### config.mk
export PLATFORM = sky130hd
export DESIGN_NAME = box_draw_control_flat
export DESIGN_NICKNAME = d
export VERILOG_FILES = /design/src/rtl/box_draw_control_if.sv /design/src/rtl/box_draw_control.sv /design/src/flat_wrapper.sv
export SDC_FILE = /design/constraint.sdc
export NUM_CORES = 1
export LEC_CHECK = 0
export ABC_AREA = 1
export CAP_MARGIN = 15
export CORE_MARGIN = 3
export CORE_UTILIZATION = 34
export DETAILED_ROUTE_END_ITERATION = 8
export PLACE_DENSITY = 0.68
export SETUP_SLACK_MARGIN = 0.02
export SLEW_MARGIN = 20
export SYNTH_ARGS = -nofsm -noshare
export SYNTH_HDL_FRONTEND = slang
export SYNTH_SLANG_ARGS = --single-unit
### constraint.sdc
create_clock -name clock -period 1.1 [get_ports clock]
set_input_delay 0.22 -clock clock [delete_from_list [all_inputs] [get_ports clock]]
set_output_delay 0.22 -clock clock [all_outputs]
set_load 0.005 [all_outputs]
### src/rtl/box_draw_control_if.sv
// Control bundle between the box-drawing controller and the datapath/VGA adapter,
// plus the key input that sequences it.
interface box_draw_control_if #(
    parameter int CNT_W = 4
);
    logic             go;
    logic             ld_x;
    logic             ld_y;
    logic             ld_colour;
    logic             enable;
    logic             plot;
    logic             busy;
    logic             done;
    logic [CNT_W-1:0] pix_cnt;

    modport master (
        input  go,
        output ld_x, ld_y, ld_colour, enable, plot, busy, done, pix_cnt
    );

    modport slave (
        output go,
        input  ld_x, ld_y, ld_colour, enable, plot, busy, done, pix_cnt
    );
endinterface

### src/rtl/box_draw_control.sv
// Moore control FSM: key-sequenced X load, Y+colour load, then a gap-free sweep
// of BOX_W*BOX_H plot cycles followed by a one-cycle done pulse.
module box_draw_control #(
    parameter int BOX_W = 4,
    parameter int BOX_H = 4,
    parameter int CNT_W = 4
) (
    input  logic                clock,
    input  logic                reset_n,
    box_draw_control_if.master  bus,
    output logic [2:0]          state_o
);
    // go is a level from a debounced key: each press is a rise followed by a fall,
    // and every load state waits for the fall so one press loads exactly one value.
    typedef enum logic [2:0] {
        S_LOAD_X      = 3'd0,
        S_LOAD_X_WAIT = 3'd1,
        S_LOAD_Y      = 3'd2,
        S_LOAD_Y_WAIT = 3'd3,
        S_DRAW        = 3'd4,
        S_DONE        = 3'd5,
        S_REARM       = 3'd6
    } state_e;

    localparam int unsigned     NUM_PIX  = BOX_W * BOX_H;
    localparam logic [CNT_W-1:0] LAST_PIX = CNT_W'(NUM_PIX - 1);

    state_e           state_q, state_d;
    logic [CNT_W-1:0] pix_cnt_q, pix_cnt_d;

    always_ff @(posedge clock or negedge reset_n) begin
        if (!reset_n) begin
            state_q   <= S_LOAD_X;
            pix_cnt_q <= '0;
        end else begin
            state_q   <= state_d;
            pix_cnt_q <= pix_cnt_d;
        end
    end

    always_comb begin
        state_d       = state_q;
        pix_cnt_d     = pix_cnt_q;
        bus.ld_x      = 1'b0;
        bus.ld_y      = 1'b0;
        bus.ld_colour = 1'b0;
        bus.enable    = 1'b0;
        bus.plot      = 1'b0;
        bus.busy      = 1'b0;
        bus.done      = 1'b0;

        unique case (state_q)
            S_LOAD_X: begin
                if (bus.go) state_d = S_LOAD_X_WAIT;
            end
            S_LOAD_X_WAIT: begin
                bus.ld_x = 1'b1;
                if (!bus.go) state_d = S_LOAD_Y;
            end
            S_LOAD_Y: begin
                if (bus.go) state_d = S_LOAD_Y_WAIT;
            end
            S_LOAD_Y_WAIT: begin
                bus.ld_y      = 1'b1;
                bus.ld_colour = 1'b1;
                if (!bus.go) begin
                    state_d   = S_DRAW;
                    pix_cnt_d = '0;
                end
            end
            S_DRAW: begin
                bus.enable = 1'b1;
                bus.plot   = 1'b1;
                bus.busy   = 1'b1;
                if (pix_cnt_q == LAST_PIX) begin
                    state_d   = S_DONE;
                    pix_cnt_d = '0;
                end else begin
                    pix_cnt_d = pix_cnt_q + 1'b1;
                end
            end
            S_DONE: begin
                bus.done = 1'b1;
                bus.busy = 1'b1;
                state_d  = S_REARM;
            end
            S_REARM: begin
                // A key still held from the Y press must be released before the next X load.
                if (!bus.go) state_d = S_LOAD_X;
            end
            default: state_d = S_LOAD_X;
        endcase
    end

    assign bus.pix_cnt = pix_cnt_q;
    assign state_o     = state_q;
endmodule

### src/flat_wrapper.sv
// flat-port wrapper written by rule: the top's interface ports become plain ports
module box_draw_control_flat 
#(
    parameter int BOX_W = 4,
    parameter int BOX_H = 4,
    parameter int CNT_W = 4
)
  (clock, reset_n, state_o, bus_go, bus_ld_x, bus_ld_y, bus_ld_colour, bus_enable, bus_plot, bus_busy, bus_done, bus_pix_cnt);
  box_draw_control_if #(.CNT_W(CNT_W)) bus_i ();
  input  logic clock;
  input  logic reset_n;
  output logic [2:0] state_o;
  input wire logic [$bits(bus_i.go)-1:0] bus_go;
  output wire logic [$bits(bus_i.ld_x)-1:0] bus_ld_x;
  output wire logic [$bits(bus_i.ld_y)-1:0] bus_ld_y;
  output wire logic [$bits(bus_i.ld_colour)-1:0] bus_ld_colour;
  output wire logic [$bits(bus_i.enable)-1:0] bus_enable;
  output wire logic [$bits(bus_i.plot)-1:0] bus_plot;
  output wire logic [$bits(bus_i.busy)-1:0] bus_busy;
  output wire logic [$bits(bus_i.done)-1:0] bus_done;
  output wire logic [$bits(bus_i.pix_cnt)-1:0] bus_pix_cnt;
  assign bus_i.go = bus_go;
  assign bus_ld_x = bus_i.ld_x;
  assign bus_ld_y = bus_i.ld_y;
  assign bus_ld_colour = bus_i.ld_colour;
  assign bus_enable = bus_i.enable;
  assign bus_plot = bus_i.plot;
  assign bus_busy = bus_i.busy;
  assign bus_done = bus_i.done;
  assign bus_pix_cnt = bus_i.pix_cnt;
  box_draw_control #(.BOX_W(BOX_W), .BOX_H(BOX_H), .CNT_W(CNT_W)) u_core (.clock(clock), .reset_n(reset_n), .bus(bus_i), .state_o(state_o));
endmodule
==> results of run 1 <==
[worst max-delay path by stage]
stage | start | end | depth (start not counted)
floorplan | u_core.bus.pix_cnt[1]$_DFFE_PN0P_ | u_core.bus.pix_cnt[0]$_DFFE_PN0P_ | 5
detailed placement | u_core.state_o[2]$_DFFE_PN0P_ | bus_busy | 3
finish | u_core.state_o[1]$_DFFE_PN0P_ | bus_plot | 5
global route | u_core.state_o[1]$_DFFE_PN0P_ | bus_ld_colour | 4
CTS | u_core.state_o[1]$_DFFE_PN0P_ | bus_ld_x | 5
global placement | u_core.state_o[2]$_DFFE_PN0P_ | bus_busy | 3
[state kept, by name, indices dropped and copies added (netlist names)]
register and cells:
u_core.state_o 3, u_core.bus.pix_cnt 4
[placed cells by master (no fill, tap or decap)]
| cell type | Yosys | routed |
|---|---|---|
| clkbuf_4 | 0 | 3 |
| nor2_2 | 0 | 1 |
| nand4_1 | 2 | 2 |
| a21oi_1 | 1 | 1 |
| nand3_4 | 0 | 1 |
| dfrtp_1 | 7 | 4 |
| clkbuf_1 | 0 | 1 |
| clkbuf_2 | 0 | 4 |
| nor2_4 | 0 | 4 |
| buf_6 | 0 | 12 |
| nand2_2 | 1 | 7 |
| nor2_1 | 8 | 3 |
| o21ai_1 | 1 | 2 |
| xor2_1 | 1 | 1 |
| nand2_4 | 0 | 2 |
| dfrtp_2 | 0 | 3 |
| or2_4 | 0 | 1 |
| nand2_1 | 17 | 9 |
| inv_1 | 8 | 5 |
| buf_2 | 0 | 7 |
| nor3_4 | 1 | 1 |
| or2_0 | 1 | 1 |
| clkdlybuf4s50_1 | 0 | 2 |
| nand3_2 | 0 | 7 |
| nand3_1 | 11 | 3 |
| buf_4 | 2 | 19 |
| inv_4 | 0 | 2 |
| ha_4 | 0 | 1 |
| inv_2 | 1 | 2 |
[report_power, final]
group / internal, mW / leakage (nW) / switching, mW
clock: 0.138 / 0.0150 / 0.0838
sequential: 0.387 / 0.0859 / 0.129
combinational: 1.16 / 0.414 / 1.07
total: 1.68 / 0.515 / 1.28
[cells by family (layout without fill, tap and decap cells)]
logic type | after synthesis | after routing | share of synthesized area (%)
simple gates | 42 | 42 | 43.0
compound gates | 3 | 3 | 3.28
flops | 7 | 7 | 38.4
buf+inv | 11 | 57 | 10.7
fa+ha+maj | 1 | 1 | 2.74
xor+xnor | 1 | 1 | 1.92
[layout make-up]
class	count	area share [%]
Tap cell	14	1.80
Inverter	9	3.99
Timing Repair Buffer	44	36.3
Sequential cell	7	18.4
Multi-Input combinational cell	47	36.8
Clock buffer	4	2.70
[critical path, cell delays in order, from the launching register on]
cell and delay (ns):
dfrtp_2 0.42, buf_6 0.13, nor2_4 0.11, nand2_2 0.08, inv_2 0.08, buf_2 0.11
[metrics by stage]
step	worst slack, ns	cells	total power [mW]
final	-0.294	125	2.97
after global routing	-0.338	125	3.15
after CTS	-0.227	122	2.64
after detailed placement	-0.378	107	1.98
after global placement	-0.360	107	1.95
after floorplan	0.00947	65	1.16
[per-layer routing]
| metal | global-route usage, % | up-vias |
|---|---|---|
| met5 | 0 | - |
| met4 | 9.32 | 0 |
| met3 | 5.08 | 14 |
| met2 | 34.4 | 26 |
| met1 | 22.0 | 306 |
| li1 | - | 303 |
[Yosys cell counts, drive strengths merged]
| library cell | number | area (um^2) |
|---|---|---|
| inv | 9 | 33.8 |
| nand2 | 18 | 70.1 |
| nand3 | 11 | 55.1 |
| nand4 | 2 | 12.5 |
| nor2 | 8 | 30.0 |
| xor2 | 1 | 8.76 |
| o21ai | 2 | 10.0 |
| a21oi | 1 | 5.00 |
| ha | 1 | 12.5 |
| or2 | 2 | 12.5 |
| nor3 | 1 | 16.3 |
| dfrtp | 7 | 175 |
| buf | 2 | 15.0 |
[timing repair]
item,4_1_cts,5_1_grt
setup buffers,11,3
endpoints found under the setup margin,21,21
resized for setup,75,21
gates cloned,0,0
pin swaps,7,5
==> impl_metrics.json, run 1 <==
{
  "fillers": 72,
  "synth_fp_nets": 69,
  "syn_area_per_cell_um2": 7.03,
  "status": "finished with violations",
  "path_class": "reg -> out",
  "fin_ws_ns": -0.294,
  "finalSetupViolations": 16,
  "grt_pass1_wl_um": 2730,
  "leakage_nw": 0.515,
  "ant_nets": 0,
  "row_count": 12,
  "synth_area_um2": 457,
  "antenna_found_initial": 0,
  "holdBufCountCts": 0,
  "setup-tns-final_ns": -3.45,
  "drt-pass1-iter-count": 4,
  "seq_area_frac_synth_pct": 38.4,
  "seq_area_um2": 179,
  "grt_pass1_vias": 633,
  "met2_length_um": 1020,
  "synth.distinct_cells": 17,
  "final_max_slew_viol_count": 0,
  "dp_hpwl_um": 1030,
  "final_layout_size_suffix_gt1_share_pct": 69.4,
  "period_minus_slack_ns": 1.39,
  "hold_violations": 0,
  "vias": 649,
  "fin_area_um2": 972,
  "arrival_ns": 1.17,
  "groute.usage.overall_pct": 19.8,
  "synthCells": 65,
  "cts_root_buffer": "clkbuf_4",
  "worstPathMaxFanout": 3,
  "wl_met3_um": 86,
  "final.setup_skew_ns": 0.00314,
  "ir_drop_uv": 1760,
  "topRoutingLayerUsed": "met4",
  "overflow": 0,
  "critical_path_required_ns": 0.88,
  "start_util_pct": 38.5,
  "crit_path_start_kind": "register",
  "numCtsBuffers": 3,
  "via_per_inst": 5.19,
  "die_y_um": 42.7,
  "hold_ws_ns": 0.226,
  "cts_tree": "built",
  "clkSinkCount": 7,
  "rrSetupSlack_ns": -0.26,
  "die_x_um": 42.7,
  "drc": 0,
  "r2r-end": "u_core.bus.pix_cnt[0]$_DFFE_PN0P_",
  "path_clk_slew_ns": 0.05,
  "drt-met1-wl_um": 771,
  "drt_iter0_markers": 10,
  "nNetsFinal": 116,
  "gp_congestion": 0.781,
  "fin_crit_sh_pct": 127,
  "post_dp_cell_area_um2": 741,
  "r2r_cells": 6,
  "ys_ff_latch": 7,
  "slew_headroom_pct": 80.2,
  "r2r-start": "u_core.bus.pix_cnt[0]$_DFFE_PN0P_",
  "clock_insertion_delay_worst_skew_ns": 0.24,
  "clock_path_buffers": 2,
  "grt_max_degree": 8,
  "power.density_nw_per_um2": 3050,
  "worst_pin_slew_ns": 0.296,
  "yosys_warnings": 0,
  "io_buffers": 16,
  "crit_path_end_kind": "output pin",
  "ctsHtreeMaxLevel": 1,
  "n_antenna_cell": 0,
  "violations": "setup timing",
  "fmax_ghz": 0.718,
  "fin_util_pct": 82.0,
  "ios": 17,
  "rsz0062_at_grt": "yes",
  "drt-wirelength-per-cell_um": 15.7,
  "syn2layout_area_growth_pct": 113,
  "die_area_um2": 1820,
  "hp-class": "in -> async",
  "drv_cap": 0,
  "coreArea_um2": 1190,
  "multi_input_area_um2": 358,
  "postRouteWirelength_um": 1970
}
(Power assumes the default switching activity.)
==> inputs of run 2 (changes only) <==
--- a/config.mk
+++ b/config.mk
@@ -9,9 +9,12 @@
 export CAP_MARGIN = 15
 export CORE_MARGIN = 3
 export CORE_UTILIZATION = 34
+export CTS_BUF_LIST = sky130_fd_sc_hd__clkbuf_2 sky130_fd_sc_hd__clkbuf_4 sky130_fd_sc_hd__clkbuf_8
 export DETAILED_ROUTE_END_ITERATION = 8
-export PLACE_DENSITY = 0.68
+export DONT_BUFFER_PORTS = 1
+export PLACE_DENSITY = 0.51
 export SETUP_SLACK_MARGIN = 0.02
+export SKIP_CTS_REPAIR_TIMING = 1
 export SLEW_MARGIN = 20
 export SYNTH_ARGS = -nofsm -noshare
 export SYNTH_HDL_FRONTEND = slang
==> impl_metrics.json, run 2 (synthesis results as in run 1) <==
{
  "drc": 0,
  "clkSinkCount": 7,
  "drt-met1-wl_um": 506,
  "hold_path_startpoint": "bus_go",
  "final_cell_mix": "buf_4, nand2_1, nand3_1",
  "ctsHtreeMaxLevel": 1,
  "start_util_pct": 38.5,
  "ios": 17,
  "drt_iter0_markers": 20,
  "crit_family": "flip-flops",
  "pre_cts_slack_ns": -0.0595,
  "cts_tree": "built",
  "n_antenna_cell": 0,
  "wl_met3_um": 87,
  "startpoint": "u_core.state_o[0]$_DFFE_PN0P_",
  "postRouteWirelength_um": 1190,
  "final_common_cell": "buf_4",
  "final_layout_size_suffix_gt1_share_pct": 43.7,
  "met2_length_um": 591,
  "gp_congestion": 0.779,
  "status": "finished with violations",
  "leakage_nw": 0.368,
  "drt-wirelength-per-cell_um": 11.7,
  "slew_headroom_pct": 78.8,
  "die_x_um": 42.7,
  "fin_ws_ns": -0.243,
  "grt_max_degree": 8,
  "cp_cell_sequence": "buf_4 > nor2_4 > nand2_4 > inv_4",
  "drt-pass1-iter-count": 4,
  "largest_register_ffs": 4,
  "io_buffers": 0,
  "dp_hpwl_um": 861,
  "setup-tns-final_ns": -2.57,
  "cts_root_buffer": "clkbuf_4",
  "rsz0062_at_grt": "yes",
  "crit_path_top_delay_cell": "dfrtp_2",
  "die_y_um": 42.7,
  "worst_pin_slew_ns": 0.317,
  "vias": 493,
  "crit_path_end_kind": "output pin",
  "violations": "setup timing",
  "final_cells": 101,
  "grt_pass1_wl_um": 1640,
  "die_area_um2": 1820,
  "r2r-start": "u_core.state_o[0]$_DFFE_PN0P_",
  "coreArea_um2": 1190,
  "clock_insertion_delay_worst_skew_ns": 0.24,
  "drv_cap": 0,
  "overflow": 0,
  "power.density_nw_per_um2": 2980,
  "arrival_ns": 1.12,
  "finalSetupViolations": 15,
  "seq_area_um2": 179,
  "grt_pass1_vias": 397,
  "period_minus_slack_ns": 1.34,
  "row_count": 12,
  "max_stage_delay_ns": 0.44,
  "critical_path_required_ns": 0.88,
  "ir_drop_uv": 1390,
  "path_class": "reg -> out",
  "path_clk_slew_ns": 0.05,
  "multi_input_area_um2": 268,
  "fin_area_um2": 691,
  "hp-class": "in -> reg",
  "antenna_found_initial": 0,
  "place_inst": 90,
  "numCtsBuffers": 3,
  "ant_nets": 0,
  "syn2layout_area_growth_pct": 51.2,
  "fin_crit_sh_pct": 122,
  "path_buf_inv": 2,
  "rrSetupSlack_ns": -0.20,
  "p_total_mw": 2.06,
  "post_dp_cell_area_um2": 573,
  "via_per_inst": 4.88,
  "fmax_ghz": 0.745,
  "fillers": 110,
  "clock_path_buffers": 2,
  "final_max_slew_viol_count": 0,
  "nNetsFinal": 92,
  "final.setup_skew_ns": 0.00414,
  "topRoutingLayerUsed": "met3",
  "groute.usage.overall_pct": 11.5,
  "hold_violations": 0,
  "crit_path_start_kind": "register",
  "worstPathMaxFanout": 6
}
[run 2: final cells by class]
cell class                 instances  share of cell area (%)
multi-input combinational         47                    38.8
tap                               14                    2.54
timing repair buffer              20                    23.2
sequential                         7                    25.9
inverter                           9                    5.25
clock buffer                       4                    4.35
[run 2: routing by layer]
| layer | vias up | global-route usage (%) |
|---|---|---|
| li1 | 251 | - |
| met3 | 0 | 5.08 |
| met5 | - | 0 |
| met1 | 224 | 15.7 |
| met4 | 0 | 2.48 |
| met2 | 18 | 16.8 |
[run 2: power breakdown]
part	switching, mW	internal, mW	leakage [nW]
Sequential	0.167	0.387	0.0859
Clock	0.0856	0.162	0.0184
Combinational	0.622	0.633	0.263
Total	0.875	1.18	0.368
[run 2: path summary, 6_finish.rpt]
kind / end / cells past startpoint
worst max-delay path: bus_enable / 4
worst min-delay path: u_core.state_o[0]$_DFFE_PN0P_ / 2
min in group asynchronous: u_core.bus.pix_cnt[1]$_DFFE_PN0P_ / 1
max in group asynchronous: u_core.state_o[2]$_DFFE_PN0P_ / 1
worst max register to register: u_core.bus.pix_cnt[0]$_DFFE_PN0P_ / 7
worst min register to register: u_core.bus.pix_cnt[3]$_DFFE_PN0P_ / 2
[run 2: stage by stage]
step / utilization (%) / hold WS, ns
after floorplan: - / -0.0756
after global placement: 48.3 / -0.0754
after detailed placement: 48.3 / -0.0753
after CTS: 50.8 / -0.338
after global routing: 58.2 / 0.155
final: 58.2 / 0.156
